File: src/rtl/mandel_pixel_gen_if.sv
// rtl/mandel_pixel_gen_if.sv - coordinate stream from pixel generator to iterator
// Ports (signals):
//   out_val   producer -> consumer  coordinate valid
//   out_rdy   consumer -> producer  consumer ready
//   out_c_r   producer -> consumer  signed 4.23 real coordinate
//   out_c_i   producer -> consumer  signed 4.23 imaginary coordinate
//   out_x     producer -> consumer  pixel column
//   out_y     producer -> consumer  pixel row
interface mandel_pixel_gen_if #(
  parameter int H_RES = 640,
  parameter int V_RES = 480
);
  localparam int XW = (H_RES > 1) ? $clog2(H_RES) : 1;
  localparam int YW = (V_RES > 1) ? $clog2(V_RES) : 1;

  logic                 out_val;
  logic                 out_rdy;
  logic signed [26:0]   out_c_r;
  logic signed [26:0]   out_c_i;
  logic [XW-1:0]        out_x;
  logic [YW-1:0]        out_y;

  modport master (
    output out_val, out_c_r, out_c_i, out_x, out_y,
    input  out_rdy
  );

  modport slave (
    input  out_val, out_c_r, out_c_i, out_x, out_y,
    output out_rdy
  );
endinterface

File: src/rtl/mandel_pixel_gen.sv
// rtl/mandel_pixel_gen.sv - raster walker producing 4.23 complex coordinates per pixel
// Optional feature macro: MANDEL_PIXGEN_CONTINUOUS_EN (wrap to pixel (0,0) forever instead of stopping).
// Ports:
//   clk         clock
//   reset       synchronous, active-high
//   start       pulse; latches config and begins a frame (IDLE/DONE only)
//   cfg_r_min   signed 4.23 real part of pixel (0,0)
//   cfg_i_max   signed 4.23 imaginary part of pixel (0,0)
//   cfg_step    signed 4.23 coordinate delta per pixel, both axes
//   pix         master side of the coordinate stream (val/rdy, c_r, c_i, x, y)
//   busy        high while a frame is running
//   frame_done  high in DONE (one-cycle pulse per frame in continuous mode)
module mandel_pixel_gen #(
  parameter int H_RES = 640,
  parameter int V_RES = 480
) (
  input  logic               clk,
  input  logic               reset,
  input  logic               start,
  input  logic signed [26:0] cfg_r_min,
  input  logic signed [26:0] cfg_i_max,
  input  logic signed [26:0] cfg_step,
  mandel_pixel_gen_if.master pix,
  output logic               busy,
  output logic               frame_done
);
  localparam int XW = (H_RES > 1) ? $clog2(H_RES) : 1;
  localparam int YW = (V_RES > 1) ? $clog2(V_RES) : 1;
  localparam logic [XW-1:0] X_LAST = XW'(H_RES - 1);
  localparam logic [YW-1:0] Y_LAST = YW'(V_RES - 1);

  typedef enum logic [1:0] {
    ST_IDLE,
    ST_RUN,
    ST_DONE
  } state_t;

  state_t             state, state_nx;
  logic               val, val_nx;
  logic               done, done_nx;
  logic [XW-1:0]      x, x_nx;
  logic [YW-1:0]      y, y_nx;
  logic signed [26:0] c_r, c_r_nx;
  logic signed [26:0] c_i, c_i_nx;
  logic signed [26:0] r_min, r_min_nx;
  logic signed [26:0] i_max, i_max_nx;
  logic signed [26:0] step, step_nx;
  logic               xfer;

  assign xfer = val && pix.out_rdy;

  always_ff @(posedge clk) begin
    if (reset) begin
      state <= ST_IDLE;
      val   <= 1'b0;
      done  <= 1'b0;
      x     <= '0;
      y     <= '0;
      c_r   <= '0;
      c_i   <= '0;
      r_min <= '0;
      i_max <= '0;
      step  <= '0;
    end else begin
      state <= state_nx;
      val   <= val_nx;
      done  <= done_nx;
      x     <= x_nx;
      y     <= y_nx;
      c_r   <= c_r_nx;
      c_i   <= c_i_nx;
      r_min <= r_min_nx;
      i_max <= i_max_nx;
      step  <= step_nx;
    end
  end

  always_comb begin
    state_nx = state;
    val_nx   = val;
    done_nx  = 1'b0;
    x_nx     = x;
    y_nx     = y;
    c_r_nx   = c_r;
    c_i_nx   = c_i;
    r_min_nx = r_min;
    i_max_nx = i_max;
    step_nx  = step;

    case (state)
      ST_IDLE, ST_DONE: begin
        if (start) begin
          state_nx = ST_RUN;
          val_nx   = 1'b1;
          r_min_nx = cfg_r_min;
          i_max_nx = cfg_i_max;
          step_nx  = cfg_step;
          x_nx     = '0;
          y_nx     = '0;
          c_r_nx   = cfg_r_min;
          c_i_nx   = cfg_i_max;
        end
      end
      ST_RUN: begin
        // start is deliberately not looked at here, including on the last transfer.
        if (xfer) begin
          if (x == X_LAST) begin
            if (y == Y_LAST) begin
`ifdef MANDEL_PIXGEN_CONTINUOUS_EN
              x_nx    = '0;
              y_nx    = '0;
              c_r_nx  = r_min;
              c_i_nx  = i_max;
              done_nx = 1'b1;
`else
              // Coordinates and address hold the last pixel's values.
              state_nx = ST_DONE;
              val_nx   = 1'b0;
`endif
            end else begin
              x_nx   = '0;
              y_nx   = y + YW'(1);
              c_r_nx = r_min;
              c_i_nx = c_i - step;
            end
          end else begin
            x_nx   = x + XW'(1);
            c_r_nx = c_r + step;
          end
        end
      end
      default: begin
        state_nx = ST_IDLE;
        val_nx   = 1'b0;
      end
    endcase

`ifndef MANDEL_PIXGEN_CONTINUOUS_EN
    done_nx = (state_nx == ST_DONE);
`endif
  end

  assign pix.out_val = val;
  assign pix.out_c_r = c_r;
  assign pix.out_c_i = c_i;
  assign pix.out_x   = x;
  assign pix.out_y   = y;
  assign busy        = (state == ST_RUN);
  assign frame_done  = done;
endmodule

File: src/flat_wrapper.sv
// flat-port wrapper written by rule: the top's interface ports become plain ports
module mandel_pixel_gen_flat 
#(
  parameter int H_RES = 640,
  parameter int V_RES = 480
)
  (clk, reset, start, cfg_r_min, cfg_i_max, cfg_step, busy, frame_done, pix_out_val, pix_out_c_r, pix_out_c_i, pix_out_x, pix_out_y, pix_out_rdy);
  mandel_pixel_gen_if #(.H_RES(H_RES), .V_RES(V_RES)) pix_i ();
  input  logic clk;
  input  logic reset;
  input  logic start;
  input  logic signed [26:0] cfg_r_min;
  input  logic signed [26:0] cfg_i_max;
  input  logic signed [26:0] cfg_step;
  output logic busy;
  output logic frame_done;
  output wire logic [$bits(pix_i.out_val)-1:0] pix_out_val;
  output wire logic [$bits(pix_i.out_c_r)-1:0] pix_out_c_r;
  output wire logic [$bits(pix_i.out_c_i)-1:0] pix_out_c_i;
  output wire logic [$bits(pix_i.out_x)-1:0] pix_out_x;
  output wire logic [$bits(pix_i.out_y)-1:0] pix_out_y;
  input wire logic [$bits(pix_i.out_rdy)-1:0] pix_out_rdy;
  assign pix_out_val = pix_i.out_val;
  assign pix_out_c_r = pix_i.out_c_r;
  assign pix_out_c_i = pix_i.out_c_i;
  assign pix_out_x = pix_i.out_x;
  assign pix_out_y = pix_i.out_y;
  assign pix_i.out_rdy = pix_out_rdy;
  mandel_pixel_gen #(.H_RES(H_RES), .V_RES(V_RES)) u_core (.clk(clk), .reset(reset), .start(start), .cfg_r_min(cfg_r_min), .cfg_i_max(cfg_i_max), .cfg_step(cfg_step), .pix(pix_i), .busy(busy), .frame_done(frame_done));
endmodule
File: config.mk
export PLATFORM = sky130hd
export DESIGN_NAME = mandel_pixel_gen_flat
export DESIGN_NICKNAME = d
export VERILOG_FILES = /design/src/rtl/mandel_pixel_gen_if.sv /design/src/rtl/mandel_pixel_gen.sv /design/src/flat_wrapper.sv
export SDC_FILE = /design/constraint.sdc
export NUM_CORES = 1
export LEC_CHECK = 0
export BUFFER_PORTS_ARGS = -buffer_cell sky130_fd_sc_hd__buf_2
export CORE_ASPECT_RATIO = 0.5
export CORE_UTILIZATION = 55
export CTS_CLUSTER_DIAMETER = 30
export DETAILED_ROUTE_END_ITERATION = 10
export PLACE_DENSITY = 0.8
export SLEW_MARGIN = 20
export SYNTH_ARGS = -nofsm -noshare
export SYNTH_HDL_FRONTEND = slang
export SYNTH_SLANG_ARGS = --single-unit
File: constraint.sdc
create_clock -name clk -period 3.6 [get_ports clk]
set_clock_uncertainty 0.05 [all_clocks]
set_input_delay 0.72 -clock clk [delete_from_list [all_inputs] [get_ports clk]]
set_output_delay 0.72 -clock clk [all_outputs]
set_load 0.01 [all_outputs]
==> results of run 1 <==
[cell usage after synthesis (4+ instances only)]
library cell | number | area, um^2
o211ai_1 | 24 | 180.2
a21oi_2 | 4 | 35.03
nor2b_1 | 6 | 37.54
xnor2_1 | 20 | 175.2
nand3_1 | 25 | 125.1
ha_1 | 54 | 675.7
o31a_1 | 4 | 35.03
a21o_1 | 17 | 127.6
buf_2 | 4 | 20.02
clkbuf_1 | 58 | 217.7
a211oi_1 | 22 | 165.2
xor2_1 | 22 | 192.7
and3_1 | 13 | 81.33
and2_1 | 8 | 50.05
a21oi_1 | 142 | 710.7
o21a_1 | 8 | 60.06
a311oi_1 | 18 | 157.7
nand2_1 | 197 | 739.5
inv_1 | 39 | 146.4
nor4_1 | 6 | 37.54
o21ai_0 | 51 | 255.2
a21boi_0 | 7 | 52.55
dfxtp_1 | 131 | 2623
o21ai_1 | 6 | 30.03
nor3_1 | 34 | 170.2
a31oi_1 | 10 | 62.56
or2_2 | 4 | 25.02
nor2_1 | 90 | 337.8
nand4_1 | 15 | 93.84
o22ai_1 | 4 | 25.02
nand2b_1 | 8 | 50.05
buf_1 | 7 | 26.28
or3_1 | 7 | 43.79
[cell families after synthesis]
kind of cell               after synthesis
and+or+nand+nor                        427
AOI/OAI and AO/OA                      347
DFF                                    131
buffers and inverters                  109
adders and majority gates               56
xor gates and xnor gates                42
muxes                                    4
[flip-flops by register name (all words and copies together) (netlist names)]
| signal | flops |
|---|---|
| u_core.pix.out_c_i | 27 |
| u_core.step | 27 |
| u_core.r_min | 27 |
| u_core.pix.out_y | 9 |
| u_core.pix.out_c_r | 27 |
| u_core.state | 2 |
| u_core.pix.out_x | 10 |
| u_core.frame_done | 1 |
| u_core.pix.out_val | 1 |
[area by class of cell]
cell class,count,area (um^2)
diodes,1,2.502
repair buffers,174,928.4
flip-flops and latches,131,2623
inverters,40,150.1
fillers,1282,4768
well taps,198,247.7
clock inverters,12,156.4
multi-input cells,876,5223
clock buffers,20,446.7
[per-layer routing]
| metal | GRT usage | wire, um | vias up |
|---|---|---|---|
| met3 | 0.07861 | 2573 | 16 |
| met1 | 0.4707 | 11900 | 4137 |
| met5 | 0 | 0 | - |
| met4 | 0.07510 | 158 | 0 |
| met2 | 0.5224 | 11290 | 383 |
| li1 | - | - | 4234 |
[power breakdown]
group,switching (mW),internal [mW]
Sequential,0.0992,1.55
Clock,0.705,1.11
Combinational,0.763,0.503
[critical path, delay by kind of cell, from the launching register on]
kind | cells | cell delay (ns)
flip-flops | 1 | 0.32
buffers and inverters | 2 | 0.11
XOR/XNOR | 1 | 0.08
adder cells (fa/ha/maj) | 2 | 0.60
AND/OR/NAND/NOR | 1 | 0.40
AO/OA/AOI/OAI | 7 | 1.50
[stage by stage]
stage,utilization,hold WS (ns)
after floorplan,-,0.3817
after global placement,0.6286,0.3878
after detailed placement,0.6286,0.3945
after CTS,0.6701,0.4029
after global routing,0.6722,0.4209
final,0.6722,0.4047
[worst paths after layout]
| kind | start | to | cells past startpoint |
|---|---|---|---|
| setup / recovery | u_core.pix.out_c_i[0] | u_core.pix.out_c_i[26] | 13 |
| hold / removal | u_core.r_min[8] | u_core.r_min[8] | 2 |
| setup reg to reg | u_core.pix.out_c_i[0] | u_core.pix.out_c_i[26] | 13 |
| hold reg to reg | u_core.r_min[8] | u_core.r_min[8] | 2 |
==> results.json, run 1 <==
{
  "outcome": "complete, no violations",
  "cap_violations": 0,
  "synthToLayoutAreaGrowth_pct": 18.75,
  "layout.cells.non_filler": 1452,
  "synth_area_per_cell_um2": 7.377,
  "fp.dieH_um": 88.52,
  "synth-edff-count": 0,
  "drc": 0,
  "post-cts-setup-buffers": 0,
  "async_reset_ff_frac": 0,
  "grt_max_degree": 83,
  "cp_common_cell": "a31oi_1",
  "synth-adder-area-share": 0.08693,
  "ir_drop_mv": 0.3305,
  "port_buffers": 160,
  "start_util": 0.5660,
  "synth_compound_area_frac": 0.2632,
  "die_w_um": 175.0,
  "relSlewSlack": 0.4113,
  "ant_nets": 0,
  "fin_area_um2": 9777,
  "cellPowerDensity_nw_per_um2": 483.8,
  "root_buffer": "clkbuf_16",
  "via_count": 8770,
  "fin_ws_ns": 0.4727,
  "pre_cts_slack_ns": 0.5148,
  "synth_mux_area_frac": 0.005015,
  "cts_sinks": 131,
  "drt_wl_total_mm": 25.91,
  "clkTransAtPathRegs_ns": 0.06,
  "post_cts_resize_count": 0,
  "cp.required_ns": 3.90,
  "crit_type": "reg2reg",
  "synth_top_family_by_area": "compound AO/OA/AOI/OAI gates",
  "grt_pass1_vias": 7944,
  "rsz0062_at_grt": "no",
  "viasPerCell": 6.040,
  "min_period_ns": 3.127,
  "yosys.area_share.simple": 0.2313,
  "final_cell_mix": "nand2_1, buf_2, a21oi_1, dfxtp_1, nor2_1",
  "place_area_um2": 9144,
  "htree_levels": 4,
  "track_usage": 0.3346,
  "crit_chain": "inv_1 -> ha_1 -> inv_1 -> fa_1 -> a211oi_2 -> o21ai_1 -> a31oi_1 -> a31oi_1 -> o31a_1 -> a21oi_2 -> xnor2_1 -> or4_1 -> a31oi_1",
  "cts_tree": "done",
  "mostFrequentLayoutCell": "nand2_1",
  "max_freq_ghz": 0.3198,
  "core-area_um2": 14550,
  "die-area_um2": 15490,
  "dpl.cell_count": 1418,
  "r2r_slack_ns": 0.47,
  "cp_slowest_stage_delay_ns": 0.44,
  "syn_inst": 1116,
  "hold_class": "reg2reg",
  "holdBufCountCts": 0,
  "cp_max_fo": 5,
  "wire_per_inst_um": 17.85,
  "io_pins": 161,
  "synthFlopType": "dfxtp_1",
  "drt_iter0_drc": 858,
  "slowest_stage": "fa_1",
  "start_kind": "register",
  "hold_viol_final": 0,
  "antenna_found_initial": 1,
  "fin_tns_setup_ns": 0,
  "cts_max_path_buffers": 2,
  "gp_congestion": 0.9218,
  "yosysWarningCount": 0,
  "ys_seq_elements": 131,
  "p_total_mw": 4.730,
  "setup_violations": 0,
  "worstMarginPinSlew_ns": 0.8830,
  "dp_hpwl_mm": 18.26,
  "syn_nets": 1257,
  "synthXorXnorAreaFrac": 0.04468,
  "syn_area_um2": 8233,
  "cts_made_buffers": 17,
  "final_net_count": 1381,
  "rows": 31,
  "worstSkewPairLatency_ns": 0.42,
  "p_leak_nw": 4.261,
  "yosysSeqAreaShare": 0.3185,
  "end_kind": "register",
  "dr.pass1.iters": 5,
  "drive_gt1_frac": 0.1772,
  "gr-total-overflow": 0,
  "worstPathArrival_ns": 3.43,
  "finalCritPeriodShare": 0.8687,
  "grt_pass1_wl_mm": 40.75,
  "yosys.cell_types.count": 60,
  "slew_violations": 0
}
Power figures use the tool's default switching activity.
==> inputs of run 2 (changes only) <==
==> constraint.sdc (replaced) <==
create_clock -name clk -period 3.65 [get_ports clk]
set_clock_uncertainty 0.05 [all_clocks]
set_input_delay 0.73 -clock clk [delete_from_list [all_inputs] [get_ports clk]]
set_output_delay 0.73 -clock clk [all_outputs]
set_load 0.01 [all_outputs]
==> results.json, run 2 (synthesis gave the netlist of run 1 again) <==
{
  "rsz0062_at_grt": "no",
  "drt_wl_total_mm": 25.82,
  "die_w_um": 175.0,
  "cellPowerDensity_nw_per_um2": 487.5,
  "relSlewSlack": 0.4259,
  "pre_cts_slack_ns": 0.5110,
  "drive_gt1_frac": 0.1751,
  "htree_levels": 4,
  "ir_drop_mv": 0.3672,
  "final_net_count": 1380,
  "cp_common_cell": "a21oi_1",
  "track_usage": 0.3319,
  "fp.dieH_um": 88.52,
  "start_kind": "register",
  "io_pins": 161,
  "slowest_stage": "a211oi_1",
  "diodes": 0,
  "root_buffer": "clkbuf_16",
  "core-area_um2": 14550,
  "gp_congestion": 0.9363,
  "worstSkewPairLatency_ns": 0.42,
  "dp_hpwl_mm": 18.23,
  "mostFrequentLayoutCell": "nand2_1",
  "min_path_cells": 2,
  "dr.pass1.iters": 9,
  "hold_class": "reg2reg",
  "outcome": "complete, no violations",
  "dpl.cell_count": 1417,
  "switching_share": 0.3195,
  "hold_viol_final": 0,
  "drt_iter0_drc": 921,
  "crit_type": "reg2reg",
  "max_freq_ghz": 0.3054,
  "grt_pass1_vias": 7877,
  "cp_slowest_stage_delay_ns": 0.55,
  "p_leak_nw": 4.280,
  "grt_max_degree": 81,
  "setup_violations": 0,
  "die-area_um2": 15490,
  "min_period_ns": 3.274,
  "ant_nets": 0,
  "end_kind": "register",
  "viasPerCell": 6.090,
  "cp_max_fo": 4,
  "intPower_mw": 3.250,
  "critical_path_buf_inv_count": 1,
  "cp.required_ns": 3.94,
  "post_cts_resize_count": 0,
  "start_util": 0.5660,
  "cap_violations": 0,
  "rows": 31,
  "fin_ws_ns": 0.3756,
  "via_count": 8824,
  "worstPathArrival_ns": 3.56,
  "postLayoutCoreUtil": 0.6735,
  "cpLargestDelayFamily": "compound AO/OA/AOI/OAI gates",
  "p_total_mw": 4.775,
  "crit_chain": "ha_1 -> inv_1 -> fa_1 -> nand2b_1 -> a21oi_1 -> a21oi_1 -> a211oi_1 -> a21boi_0 -> xor2_1 -> o211ai_1 -> o211ai_1 -> a21oi_1",
  "fin_tns_setup_ns": 0,
  "cts_tree": "done",
  "worstMarginPinSlew_ns": 0.8612,
  "wire_per_inst_um": 17.82,
  "slew_violations": 0,
  "pwr-share-comb": 0.263,
  "port_buffers": 160,
  "clkTransAtPathRegs_ns": 0.06,
  "place_area_um2": 9136,
  "p_switching_mw": 1.526,
  "pwr-share-seq": 0.341,
  "synthToLayoutAreaGrowth_pct": 18.98,
  "post-cts-setup-buffers": 0,
  "ff2ff_path_depth": 12,
  "cts_sinks": 131,
  "cts_max_path_buffers": 2,
  "grt_pass1_wl_mm": 40.30,
  "final_cell_mix": "nand2_1, buf_2, a21oi_1, dfxtp_1, nor2_1",
  "finalCritPeriodShare": 0.8971,
  "fin_area_um2": 9796,
  "holdBufCountCts": 0,
  "crit_cells": 12,
  "fin_hold_ws_ns": 0.3999,
  "antenna_found_initial": 1,
  "gr-total-overflow": 0,
  "drc": 0,
  "cts_made_buffers": 17,
  "clockPowerShare": 0.397,
  "layout.cells.non_filler": 1449
}
## run 2: worst min-delay path, delay by kind of cell (launching register included)
kind | cells | cell delay (ns)
AOI/OAI and AO/OA | 1 | 0.05
DFF | 1 | 0.30
and+or+nand+nor | 1 | 0.05
## run 2: layout make-up
type | instances | area [um^2]
Clock inverter | 10 | 181.4
Timing Repair Buffer | 173 | 920.9
Fill cell | 1246 | 4750
Inverter | 40 | 150.1
Clock buffer | 21 | 450.4
Sequential cell | 131 | 2623
Multi-Input combinational cell | 876 | 5223
Tap cell | 198 | 247.7
## run 2: layer usage
metal	share of wire	GRT usage
met4	0.015	0.08854
met5	0.00043	0
met1	0.46	0.4727
met3	0.099	0.06229
met2	0.43	0.5170
## run 2: final timing paths
| check | from | to | slack (ns) |
|---|---|---|---|
| setup reg to reg | u_core.step[0] | u_core.pix.out_c_r[14] | 0.38 |
| setup / recovery | u_core.step[0] | u_core.pix.out_c_r[14] | 0.38 |
| hold reg to reg | u_core.r_min[8] | u_core.r_min[8] | 0.40 |
| hold / removal | u_core.r_min[8] | u_core.r_min[8] | 0.40 |
## run 2: power groups by stage
stage          registers, mW  clock network, mW  logic (mW)
2_1_floorplan           1.65                  0       0.859
3_3_place_gp            1.65                  0        1.19
3_5_place_dp            1.65                  0        1.21
4_1_cts                 1.62               1.90        1.23
5_1_grt                 1.64               1.96        1.39
6_report                1.63               1.89        1.25
==> inputs of run 3 (changes only) <==
--- a/config.mk
+++ b/config.mk
@@ -11,7 +11,9 @@
 export CTS_CLUSTER_DIAMETER = 30
 export DETAILED_ROUTE_END_ITERATION = 10
 export PLACE_DENSITY = 0.8
+export RECOVER_POWER = 100
 export SLEW_MARGIN = 20
 export SYNTH_ARGS = -nofsm -noshare
 export SYNTH_HDL_FRONTEND = slang
 export SYNTH_SLANG_ARGS = --single-unit
+export TNS_END_PERCENT = 100
==> results.json, run 3 (synthesis gave the netlist of run 1 again) <==
{
  "cap_violations": 0,
  "clkTransAtPathRegs_ns": 0.06,
  "start_util": 0.5660,
  "drt_iter0_drc": 909,
  "holdBufCountCts": 0,
  "final_net_count": 1380,
  "outcome": "complete, no violations",
  "hold_class": "reg2reg",
  "r2r_slack_ns": 0.24,
  "setup_violations": 0,
  "post_cts_resize_count": 0,
  "grt_pass1_wl_mm": 40.30,
  "fp.dieH_um": 88.52,
  "gp_congestion": 0.9363,
  "ir_drop_mv": 0.3705,
  "synthToLayoutAreaGrowth_pct": 17.19,
  "root_buffer": "clkbuf_16",
  "pre_cts_slack_ns": 0.5110,
  "cellPowerDensity_nw_per_um2": 492.5,
  "gr-total-overflow": 0,
  "worstSkewPairLatency_ns": 0.42,
  "antenna_found_initial": 1,
  "drt_wl_total_mm": 25.90,
  "dr.pass1.iters": 6,
  "rows": 31,
  "htree_levels": 4,
  "cts_made_buffers": 17,
  "min_period_ns": 3.410,
  "fin_tns_setup_ns": 0,
  "drive_gt1_frac": 0.1111,
  "clockPowerShare": 0.399,
  "grt_pass1_vias": 7877,
  "io_pins": 161,
  "start_kind": "register",
  "p_leak_nw": 3.958,
  "port_buffers": 160,
  "drc": 0,
  "p_switching_mw": 1.527,
  "viasPerCell": 6.086,
  "cp_max_fo": 6,
  "ant_nets": 0,
  "fin_hold_ws_ns": 0.3998,
  "hold_viol_final": 0,
  "grt_max_degree": 81,
  "cts_sinks": 131,
  "end_kind": "register",
  "crit_type": "reg2reg",
  "mostFrequentLayoutCell": "nand2_1",
  "slew_violations": 0,
  "finalCritPeriodShare": 0.9343,
  "intPower_mw": 3.225,
  "nFillCells": 1303,
  "final_cell_mix": "nand2_1, a21oi_1, dfxtp_1, nor2_1, buf_2",
  "via_count": 8818,
  "post-cts-setup-buffers": 0,
  "diodes": 0,
  "wire_per_inst_um": 17.87,
  "dp_hpwl_mm": 18.23,
  "core-area_um2": 14550,
  "track_usage": 0.3319,
  "pwr-share-comb": 0.258,
  "cts_tree": "done",
  "cts_max_path_buffers": 2,
  "worstPathArrival_ns": 3.69,
  "relSlewSlack": 0.01551,
  "worstMarginPinSlew_ns": 1.477,
  "max_freq_ghz": 0.2932,
  "cp.required_ns": 3.93,
  "switching_share": 0.3213,
  "die-area_um2": 15490,
  "die_w_um": 175.0,
  "pwr-share-seq": 0.343,
  "fin_ws_ns": 0.2397,
  "rsz0062_at_grt": "no"
}
run 3: cell count changes in the layout (fill, tap and decap cells not counted), moves of 2 or more:
cell / previous run / this run
a2111oi_0: 0 / 2
a2111oi_1: 2 / 0
buf_2: 159 / 84
buf_4: 13 / 10
clkbuf_1: 3 / 80
clkbuf_2: 0 / 2
run 3: power groups by stage:
stage	logic (mW)	clock network [mW]	registers [mW]
2_1_floorplan	0.859	0	1.65
4_1_cts	1.23	1.90	1.62
3_3_place_gp	1.19	0	1.65
5_1_grt	1.36	1.96	1.64
3_5_place_dp	1.21	0	1.65
6_report	1.23	1.90	1.63
run 3: metrics by stage:
stage	total power [mW]	cells	instance area, um^2	utilization
global route	4.960	1449	9648	0.6633
detailed placement	2.863	1417	9136	0.6281
CTS	4.744	1448	9768	0.6716
floorplan	2.509	1116	8233	-
global placement	2.834	1417	9136	0.6281
finish	4.752	1449	9648	0.6633
run 3: layer usage:
| metal | global-route usage | up-vias | routed length (um) |
|---|---|---|---|
| li1 | - | 4232 | - |
| met1 | 0.4727 | 4120 | 11950 |
| met2 | 0.5170 | 435 | 11150 |
| met3 | 0.06229 | 29 | 2542 |
| met4 | 0.08854 | 2 | 249 |
| met5 | 0 | - | 8 |
run 3: path summary, 6_finish.rpt:
check                       start                endpoint  depth (start not counted)
setup reg to reg  u_core.step[13]  u_core.pix.out_c_r[24]                         10
setup / recovery  u_core.step[13]  u_core.pix.out_c_r[24]                         10
hold / removal    u_core.r_min[8]         u_core.r_min[8]                          2
hold reg to reg   u_core.r_min[8]         u_core.r_min[8]                          2
run 3: critical path, cell delays in order (launching register included):
cell,delay [ns]
dfxtp_1,0.41
ha_1,0.33
a21oi_1,0.19
o21ai_0,0.27
a2111oi_0,0.84
o21ai_1,0.21
nand4_1,0.18
a21boi_0,0.14
o21a_1,0.22
or2_1,0.23
a311oi_1,0.25
run 3: final cells by class:
| class | instances | area [um^2] | share of cell area |
|---|---|---|---|
| multi-input cells | 876 | 5201 | 0.5391 |
| clock inverters | 10 | 181.4 | 0.01880 |
| clock buffers | 21 | 450.4 | 0.04669 |
| flip-flops and latches | 131 | 2623 | 0.2718 |
| repair buffers | 173 | 794.5 | 0.08235 |
| inverters | 40 | 150.1 | 0.01556 |
| well taps | 198 | 247.7 | 0.02568 |
